`src/rtl/adel_imem.sv`:
```
// adel instruction memory with a serial program loader.
// Holds the core in reset until a full program is loaded.
module adel_imem #(
  parameter int DEPTH = 64,
  parameter int AW    = $clog2(DEPTH)
) (
  input  logic          clk,
  input  logic          nrst,
  input  logic          prog_start,
  input  logic          ser_valid,
  input  logic          ser_data,
  input  logic [15:0]   pc,
  output logic [15:0]   inst,
  output logic          core_nrst,
  output logic          busy,
  output logic          err,
  output logic [AW:0]   prog_len
);

  typedef enum logic [2:0] {
    S_IDLE,
    S_HDR,
    S_DATA,
    S_RUN,
    S_ERR
  } state_e;

  localparam logic [AW:0] DEPTH_W = (AW+1)'(DEPTH);
  localparam logic [AW:0] ONE_W   = (AW+1)'(1);

  state_e        state_q, state_d;
  logic [3:0]    bit_cnt_q, bit_cnt_d;
  logic [14:0]   shreg_q, shreg_d;
  logic [AW-1:0] wr_ptr_q, wr_ptr_d;
  logic [AW:0]   prog_len_q, prog_len_d;
  logic          core_nrst_q, core_nrst_d;
  logic          busy_q, busy_d;
  logic          err_q, err_d;

  logic [15:0]   mem [DEPTH];
  logic [15:0]   word;
  logic [AW:0]   hdr_n;
  logic          hdr_hi_zero;
  logic          shifting;
  logic          done;
  logic          last;
  logic          we;

  // Next-state logic for the loader FSM and datapath
  always_comb begin
    state_d     = state_q;
    bit_cnt_d   = bit_cnt_q;
    shreg_d     = shreg_q;
    wr_ptr_d    = wr_ptr_q;
    prog_len_d  = prog_len_q;
    we          = 1'b0;
    word        = {shreg_q, ser_data};
    hdr_n       = word[AW:0];
    hdr_hi_zero = (word >> (AW + 1)) == 16'd0;
    shifting    = ser_valid &&
                  (state_q == S_HDR || state_q == S_DATA);
    done        = shifting && (bit_cnt_q == 4'd15);
    last        = {1'b0, wr_ptr_q} == (prog_len_q - ONE_W);

    if (prog_start) begin
      state_d    = S_HDR;
      bit_cnt_d  = 4'd0;
      wr_ptr_d   = '0;
      prog_len_d = '0;
    end else if (shifting) begin
      shreg_d   = word[14:0];
      bit_cnt_d = bit_cnt_q + 4'd1;
      if (done) begin
        if (state_q == S_HDR) begin
          if (!hdr_hi_zero || hdr_n == '0 ||
              hdr_n > DEPTH_W) begin
            state_d = S_ERR;
          end else begin
            prog_len_d = hdr_n;
            state_d    = S_DATA;
          end
        end else begin
          we       = 1'b1;
          wr_ptr_d = wr_ptr_q + 1'b1;
          if (last) state_d = S_RUN;
        end
      end
    end

    core_nrst_d = state_d == S_RUN;
    busy_d      = state_d == S_HDR || state_d == S_DATA;
    err_d       = state_d == S_ERR;
  end

  // Loader state and registered outputs
  always_ff @(posedge clk or negedge nrst) begin
    if (!nrst) begin
      state_q     <= S_IDLE;
      bit_cnt_q   <= 4'd0;
      shreg_q     <= '0;
      wr_ptr_q    <= '0;
      prog_len_q  <= '0;
      core_nrst_q <= 1'b0;
      busy_q      <= 1'b0;
      err_q       <= 1'b0;
    end else begin
      state_q     <= state_d;
      bit_cnt_q   <= bit_cnt_d;
      shreg_q     <= shreg_d;
      wr_ptr_q    <= wr_ptr_d;
      prog_len_q  <= prog_len_d;
      core_nrst_q <= core_nrst_d;
      busy_q      <= busy_d;
      err_q       <= err_d;
    end
  end

  // Program storage; contents survive reset and reloads
  always_ff @(posedge clk) begin
    if (we) mem[wr_ptr_q] <= word;
  end

  // Fetch path; out-of-range or not-running reads halt the core
  always_comb begin
    inst = 16'h0000;
    if (state_q == S_RUN &&
        (pc >> AW) == 16'd0 &&
        pc < 16'(prog_len_q)) begin
      inst = mem[pc[AW-1:0]];
    end
  end

  assign core_nrst = core_nrst_q;
  assign busy      = busy_q;
  assign err       = err_q;
  assign prog_len  = prog_len_q;

endmodule

```
`config.mk`:
```
export PLATFORM = sky130hd
export DESIGN_NAME = adel_imem
export DESIGN_NICKNAME = d
export VERILOG_FILES = /design/src/rtl/adel_imem.sv
export SDC_FILE = /design/constraint.sdc
export NUM_CORES = 1
export LEC_CHECK = 0
export BUFFER_PORTS_ARGS = -buffer_cell sky130_fd_sc_hd__clkbuf_2
export CORE_MARGIN = 3
export CORE_UTILIZATION = 40
export DETAILED_ROUTE_END_ITERATION = 12
export GPL_ROUTABILITY_DRIVEN = 1
export PLACE_DENSITY = 0.6
export SYNTH_ARGS = -nofsm -noshare
export SYNTH_HDL_FRONTEND = slang
export SYNTH_SLANG_ARGS = --single-unit
```
`constraint.sdc`:
```
create_clock -name clk -period 4.1 [get_ports clk]
set_clock_uncertainty 0.2 [all_clocks]
set_input_delay 1.025 -clock clk [delete_from_list [all_inputs] [get_ports clk]]
set_output_delay 1.025 -clock clk [all_outputs]
set_load 0.02 [all_outputs]
```
### After elaboration in Yosys (flattened, before gate mapping)

Memories as Yosys holds them, arrays and structs flattened.
Index checks and enable logic that the tools add are counted.

* $lt $le $gt $ge: 2
* eq/ne operators: 11
* multiplexer cells: 24
* bitwise gates (word level): 1
* $add $sub $neg: 3
* reduce and logical (&&, ||, !) cells: 18

Operators with widths (number)
* $mux 7: 5
* $logic_not 16->1: 2
* $mux 6: 4
* $mux 3: 6
* $lt 16x7->1: 1
* $mux 16: 1
* $eq 3x2->1 const B: 4
* $mux 4: 2
* $eq 6x7->1: 1
* $gt 7x7->1 const B: 1
* $logic_not 7->1: 1
* $sub 7x1->7 const B: 1
* $add 6x1->6 const B: 1
* $eq 3x1->1 const B: 2
* $mux 1: 6
* $reduce_bool 2->1: 3
* $add 4x1->4 const B: 1
* $eq 4x4->1 const B: 1
* $logic_and 1x1->1: 4
* $logic_or 1x1->1: 4
* $ne 2x2->1 const B: 2
* $reduce_and 4->1: 1
* $eq 3x3->1 const B: 1
* $reduce_and 3->1: 1
* 3 further kinds: 3

* memories kept: 1
* register bits: 38
* word-level logic and storage cells: 68
* bits of input ports: 21
* memory bits (writable): 1024
* output and inout bits: 26

Memory list
* mem: depth 64, width 16, rd ports 1, clocked after memory_dff 0, write ports 1, line 40 `logic [15:0] mem [DEPTH];`

### Longest topological paths before layout

Gate-level depths: netlist of the first run.

* depth after elaboration: 11
* mapped depth: 10
* gate-level depth less buffers: 8

### Worst setup path before layout of the first run

Ideal clock, no wire load.

* path kind: input to output
* start: input pc[1]
* end: output inst[4]
* arrival: 3.091 ns
* stages on the path: 10
* path slack: -0.216 ns
* buffers on the path: 4
* required time: 2.875 ns
* path through: buf_4 -> buf_6 -> buf_4 -> and2_1 -> clkbuf_1 -> a22oi_1 -> nand3_1 -> nand3_1 -> a21oi_1 -> nor4b_1

* cells in the longest elaborated chain, start to end: 3
* elaborated cells between the ends (all ways): 4
* classes of those cells: order compare (1); mux (1); reduce/logical (1); memory (1)

RTL lines
* start, declared: line 12 `input logic [15:0] pc,`
* $lt 16x7->1: line 128 `pc < 16'(prog_len_q)) begin`
* $logic_and 1x1->1: line 127 `(pc >> AW) == 16'd0 &&`
* $mux 16 *: line 126 `if (state_q == S_RUN &&`
* end, declared: line 13 `output logic [15:0] inst,`

Every way passes the cells marked *; elsewhere a longest branch is shown, timed or not.

### Final worst setup path of the first run

* start: input pc[0]
* end: output inst[3]

Same word-level chain as after synthesis.

==> results of run 1 <==
==> layout make-up <==
type                            instances  share of cell area, %
Clock buffer                          131                   5.67
Sequential cell                      1062                   62.9
Tap cell                             1368                   3.39
Inverter                               12                 0.0893
Timing Repair Buffer                  328                   6.68
Clock inverter                         70                   1.53
Multi-Input combinational cell        861                   19.8
==> per-stage QoR <==
stage	area (um^2)	TNS (ps)	hold slack, ps	util [%]
after floorplan	41800	0	293	-
after global placement	45700	-8140	321	44.5
after detailed placement	45700	-8170	313	44.5
after CTS	50100	-4770	305	48.8
after global routing	50400	-5710	358	49.2
final	50400	-4670	292	49.2
==> path summary, 6_finish.rpt <==
kind	to	slack (ps)	depth (start not counted)
max in group asynchronous	shreg_q[8]	2750	1
hold / removal	busy	290	1
setup reg to reg	mem[29][15]	1060	8
hold reg to reg	busy	330	1
setup / recovery	inst[3]	-350	10
min in group clk	busy	330	1
==> cells in the final DEF, fill, tap and decap left out, types with 6 or more instances in the layout <==
| cell | n |
|---|---|
| a211oi_1 | 18 |
| a21oi_1 | 11 |
| a21oi_2 | 6 |
| a22oi_1 | 60 |
| a22oi_2 | 14 |
| buf_12 | 58 |
| buf_4 | 209 |
| buf_6 | 15 |
| buf_8 | 7 |
| bufinv_16 | 15 |
| clkbuf_1 | 18 |
| clkbuf_16 | 110 |
| clkbuf_2 | 28 |
| clkbuf_8 | 8 |
| clkinv_1 | 20 |
| clkinv_2 | 24 |
| clkinvlp_4 | 6 |
| dfrtp_1 | 23 |
| dfrtp_2 | 15 |
| edfxtp_1 | 1024 |
| ha_1 | 9 |
| inv_1 | 11 |
| mux2_2 | 27 |
| mux2i_1 | 135 |
| mux4_2 | 211 |
| nand2_1 | 20 |
| nand2b_1 | 9 |
| nand3_1 | 43 |
| nor2_1 | 104 |
| nor2_2 | 10 |
| nor2_4 | 10 |
| nor2b_1 | 31 |
| nor3_1 | 10 |
| nor4b_4 | 9 |
| o21ai_0 | 13 |
| o311ai_4 | 6 |
| xnor2_1 | 7 |
| xor2_1 | 8 |
==> synthesized netlist by cell type (all sizes together) (20+ instances only) <==
library cell,instances
nor2,124
a22oi,74
dfrtp,38
nand3,47
mux4,211
nand2,20
mux2,27
nor2b,37
mux2i,135
clkbuf,41
buf,73
a211oi,21
edfxtp,1024
==> state kept, by name, indices dropped and copies added (netlist names) <==
register / cells
bit_cnt_q: 4
busy: 1
core_nrst: 1
err: 1
mem: 1024
prog_len: 7
shreg_q: 15
state_q: 3
wr_ptr_q: 6
==> repair_timing <==
| item | CTS | global route |
|---|---|---|
| pin swaps | 22 | 10 |
| buffers inserted | 14 | 22 |
| gates cloned | 3 | 1 |
| gates resized for setup | 130 | 48 |
| endpoints found under the setup margin | 16 | 16 |
==> metal layers <==
metal  vias up  part of all wire, %  GRT usage, %
li1       9108                    -             -
met1     11412                   43          28.6
met2       880                   48          31.5
met3       148                  7.5          3.65
met4         0                  1.9          4.84
met5         -                    0             0
==> cell families (layout without fill, tap and decap cells) <==
| kind of cell | Yosys count | in the layout | synth area share [%] |
|---|---|---|---|
| compound gates | 162 | 162 | 2.79 |
| xor+xnor | 15 | 15 | 0.315 |
| fa+ha+maj | 9 | 9 | 0.270 |
| buf+inv | 126 | 541 | 1.50 |
| flops | 1062 | 1062 | 76.0 |
| mux | 373 | 373 | 15.4 |
| simple gates | 301 | 302 | 3.73 |
==> where the power goes <==
part / switching (mW) / total (mW) / internal [mW]
Combinational: 2.04 / 2.69 / 0.650
Clock: 4.11 / 10.0 / 5.91
Sequential: 0.0491 / 13.2 / 13.2
==> worst reg2reg max path, cell delays in order (launching register included) <==
cell     delay, ps
dfrtp_1        460
xnor2_1        220
or2_4          290
or3_4          400
nor3b_1        280
nand2_1         90
buf_4          220
nor2_1         240
buf_4          310
==> key figures, run 1 <==
Critical path
  – Crit path largest cell delay: 620 ps
  – R2R Path Start: state_q[1]
  – Crit Path Category: input pin to output port
  – CP startpoint: pc[0]
  – Worst Setup End Kind: output port
  – CP Cell Sequence: buf_12 -> buf_8 -> buf_12 -> buf_4 -> mux4_2 -> mux4_2 -> nor2_2 -> nand2_1 -> and4b_1 -> clkbuf_2
  – CP Launch Type: input pin
  – CP max FO: 8
  – CP top delay family: multiplexers
  – CP Data Required Time: 2870 ps
  – Crit-path slowest cell: mux4_2
  – Crit path DAT: 3230 ps
  – Worst path bufs/invs: 5

Die
  – Die ar.: 108000 um^2
  – Width of the die: 329 um
  – Num ports: 47
  – Rows: 117
  – Die H: 329 um
  – Placeable Area: 103000 um^2
  – Effective utilization at floorplan: 40.6%

Detailed routing
  – Post-route ant nets: 0
  – DR pass1 iterations: 6
  – Wire per inst: 27.9 um
  – DRT iter0 DRCs: 2505
  – Drt drc: 0
  – Via density per instance: 5.62
  – Routed WL: 107000 um
  – Via count: 21548

Cells and area
  – Multi-input gate area: 9970 um^2
  – Fillers: 8183
  – Non-filler cells, final: 3832
  – Nets@finish: 2402
  – Register area: 31700 um^2
  – Diode count: 0
  – Layout area overhead: 21.0%
  – Layout cell share with drive strength beyond 1: 34.1%

Yosys
  – Yosys top cell area share: 73.7%
  – Cell taking the most area after synthesis: edfxtp_1
  – Sequential area share after synthesis: 76.0%
  – Post-synth cell types: 56
  – Syn avg cell area: 20.4 um^2
  – EDFF count, synth: 1024
  – Top cells by area, synth: edfxtp_1 74%, mux4_2 11%, mux2i_1 3.2%
  – Syn_nets: 2078
  – Async set-or-reset flop fraction in the synthesized netlist: 3.58%
  – Syn Inst Count: 2048
  – Cell area after synthesis: 41700 um^2
  – Ys flop type: edfxtp_1
  – Yosys reg bits: 1062
  – Ys Warns: 0

Timing
  – Period utilization: 109%
  – Slew headroom: 36.6%
  – Worst slew pin tran: 950 ps
  – Fin. Hold Viols: 0
  – Final Critical Period: 4450 ps
  – Highest clock rate: 225 MHz
  – Final setup fails: 16
  – Slew Viols, Final: 0
  – RSZ-0062 raised after global routing: true
  – Post-route worst setup slack: -354 ps

CTS
  – Worst-Skew Late Latency: 670 ps
  – Clock Path Buffers: 3
  – Root buf cell: clkbuf_16
  – Number of CTS-inserted buffers: 107
  – Clk sinks: 1062
  – Reg clk slew, reported paths: 60 ps
  – CTS Hold Buffers Added: 0
  – CTS tree: built
  – H-tree Lvls: 3

Placed design
  – Detailed-placement wirelength estimate: 64300 um
  – Setup WS pre-CTS: -1080 ps
  – Final Wtd Congestion: 0.802
  – Placed Cells: 3593
  – I/O Buffers: 46

Power
  – Cell Pwr Density: 514 nW/um^2
  – Total Power: 25.9 mW
  – Peak supply drop: 0.358 mV
  – Pleak: 16.6 nW

Min path
  – Min-delay worst type: input pin to async pin

Global routing
  – Global route total overflow: 0
  – Initial antenna violation count: 7
  – Number of global-route vias before repair: 21922
  – Largest net degree at the start of global routing: 69
  – Global-route wire length before repair: 156000 um
  – Global-route usage over all layers: 19.9%

Outcome
  – Failing checks: negative setup slack
  – Run status: finished with violations

Job
  – Max_cap viols: 0
Note: power is estimated with default switching activity, not from simulation.
==> run 2, diff against run 1 <==
==> config.mk (replaced) <==
export PLATFORM = sky130hd
export DESIGN_NAME = adel_imem
export DESIGN_NICKNAME = d
export VERILOG_FILES = /design/src/rtl/adel_imem.sv
export SDC_FILE = /design/constraint.sdc
export NUM_CORES = 1
export LEC_CHECK = 0
export CORE_MARGIN = 3
export CORE_UTILIZATION = 40
export DETAILED_ROUTE_END_ITERATION = 12
export DONT_BUFFER_PORTS = 1
export GPL_ROUTABILITY_DRIVEN = 1
export PLACE_DENSITY = 0.59
export REMOVE_ABC_BUFFERS = 1
export SYNTH_ARGS = -nofsm -noshare
export SYNTH_HDL_FRONTEND = slang
export SYNTH_SLANG_ARGS = --single-unit
==> run 2 against run 1 <==
Against the previous run:
- the flow still finishes with violations (negative setup slack)
- power fell by 3.2%
- final cell count fell by 3.4%
- non-clock buffer count fell by 130
- routed wire length fell by 5.6%
- utilization fell by 1.8 points
- clock-buffer cell count rose by 13
- via count fell by 4.6%
- register-to-register slack got worse by 100 ps
- largest power group unchanged
- combinational power fell by 19%
- clock power fell by 4%
- sequential cell count did not move
==> key figures, run 2 (synthesis results as in run 1) <==
Timing
  – RSZ-0062 raised after global routing: true
  – Highest clock rate: 230 MHz
  – Slew headroom: 18.0%
  – Slew Viols, Final: 0
  – Fin. Hold Viols: 0
  – Setup_tns: -2970 ps
  – Final setup fails: 16
  – Worst slew pin tran: 1230 ps
  – Final Critical Period: 4350 ps
  – Post-route worst setup slack: -249 ps
  – Period utilization: 106%

Placed design
  – Area after DPL: 44600 um^2
  – Detailed-placement wirelength estimate: 57100 um
  – Placed Cells: 3490
  – Final Wtd Congestion: 0.822
  – I/O Buffers: 0

Critical path
  – Crit-path slowest cell: and2_4
  – CP most frequent cell: buf_4
  – CP Launch Type: input pin
  – CP Data Required Time: 2870 ps
  – CP Cell Sequence: and2_4 -> buf_4 -> a22oi_1 -> nand3_2 -> nand3_4 -> a21oi_1 -> nor4b_2 -> buf_4 -> buf_4
  – Crit path largest cell delay: 390 ps
  – Worst Setup End Kind: output port
  – Crit path DAT: 3120 ps
  – CP max FO: 234
  – Crit Path Category: input pin to output port

Global routing
  – Initial antenna violation count: 4
  – Global route total overflow: 0
  – Global-route wire length before repair: 146000 um
  – Global-route usage over all layers: 18.7%
  – Number of global-route vias before repair: 21098
  – Largest net degree at the start of global routing: 235

Cells and area
  – Post-route cell area: 48600 um^2
  – Commonest non-fill, non-tap cells in the layout: 1024 x edfxtp_1, 211 x mux4_2, 170 x buf_4
  – Register area: 31700 um^2
  – Diode count: 0
  – Final core occ: 47.3%
  – Layout cell share with drive strength beyond 1: 29.3%
  – Top reg by flops: mem
  – Nets@finish: 2275
  – Multi-input gate area: 9860 um^2
  – Max reg flops: 1024
  – Fillers: 8299
  – Layout area overhead: 16.5%
  – Commonest non-fill, non-tap cell in the layout: edfxtp_1
  – Non-filler cells, final: 3702

Outcome
  – Run status: finished with violations
  – Failing checks: negative setup slack

Detailed routing
  – Via count: 20561
  – DRT iter0 DRCs: 2011
  – Via density per instance: 5.55
  – Drt drc: 0
  – DR pass1 iterations: 5
  – Wire per inst: 27.3 um
  – Routed WL: 101000 um
  – Post-route ant nets: 0

Die
  – Num ports: 47
  – Die ar.: 108000 um^2
  – Width of the die: 329 um
  – Die H: 329 um
  – Effective utilization at floorplan: 40.6%
  – Rows: 117
  – Placeable Area: 103000 um^2

CTS
  – H-tree Lvls: 3
  – Reg clk slew, reported paths: 60 ps
  – Clk sinks: 1062
  – Number of CTS-inserted buffers: 110
  – Clock Path Buffers: 3
  – CTS tree: built
  – Root buf cell: clkbuf_16
  – Worst-Skew Late Latency: 690 ps

Power
  – Cell Pwr Density: 517 nW/um^2
  – Pleak: 15.6 nW
  – Peak supply drop: 0.369 mV

Job
  – Max_cap viols: 0

Min path
  – Min-delay worst type: input pin to flip-flop
## run 2: cell count changes in the layout (fill, tap and decap cells not counted), moves of 8 or more
cell,before,now
clkinv_2,24,15
nor2_2,10,19
clkbuf_8,8,0
a22oi_1,60,71
buf_12,58,18
a22oi_2,14,3
nor2_4,10,2
clkbuf_1,18,34
clkbuf_2,28,0
buf_4,209,170
## run 2: where the power goes
| group | leakage (nW) | total, mW | switching, mW | internal, mW |
|---|---|---|---|---|
| Clock | 1.67 | 9.59 | 4.11 | 5.48 |
| Sequential | 9.72 | 13.3 | 0.148 | 13.2 |
| Combinational | 4.22 | 2.18 | 1.68 | 0.506 |
## run 2: metrics by stage
stage               hold WS (ps)  setup slack (ps)  power, mW
floorplan                    293              -481       14.5
global placement             324              -288       15.6
detailed placement           336              -332       15.7
CTS                          153             -92.3       25.3
global route                 170              -210       25.9
finish                       194              -249       25.1
## run 2: path summary, 6_finish.rpt
| kind | start | endpoint | slack (ps) | cells after the start |
|---|---|---|---|---|
| max | pc[1] | inst[10] | -250 | 9 |
| max reg2reg | state_q[0] | mem[43][0] | 960 | 6 |
| min | prog_start | prog_len[1] | 190 | 1 |
| min reg2reg | shreg_q[0] | shreg_q[1] | 370 | 1 |
| min in group asynchronous | nrst | state_q[0] | 620 | 2 |
| max in group asynchronous | nrst | shreg_q[0] | 2830 | 2 |
## run 2: timing repair
action,in CTS,in global routing
pin swaps,5,21
endpoints found under the setup margin,16,16
hold buffers,2,0
setup buffers,3,5
cloned,0,1
endpoints found under the hold margin,38,0
gates resized for setup,37,48
## run 2: layout make-up
cell class / count / area share [%]
repair buffers: 198 / 3.60
well taps: 1368 / 3.53
clock inverters: 57 / 1.21
clock buffers: 144 / 5.93
inverters: 12 / 0.0979
multi-input cells: 861 / 20.3
flip-flops and latches: 1062 / 65.3
## run 2: critical path: cells and delay by family
family	cells	cell delay, ps
compound gates	2	330
buf+inv	3	490
simple gates	4	1010
## run 2: per-layer routing
layer	wire length [um]	global-route usage, %	vias up
met3	6870	3.78	173
li1	-	-	8844
met1	41800	25.5	10887
met4	2990	5.89	2
met5	9	0	-
met2	49400	30.5	655
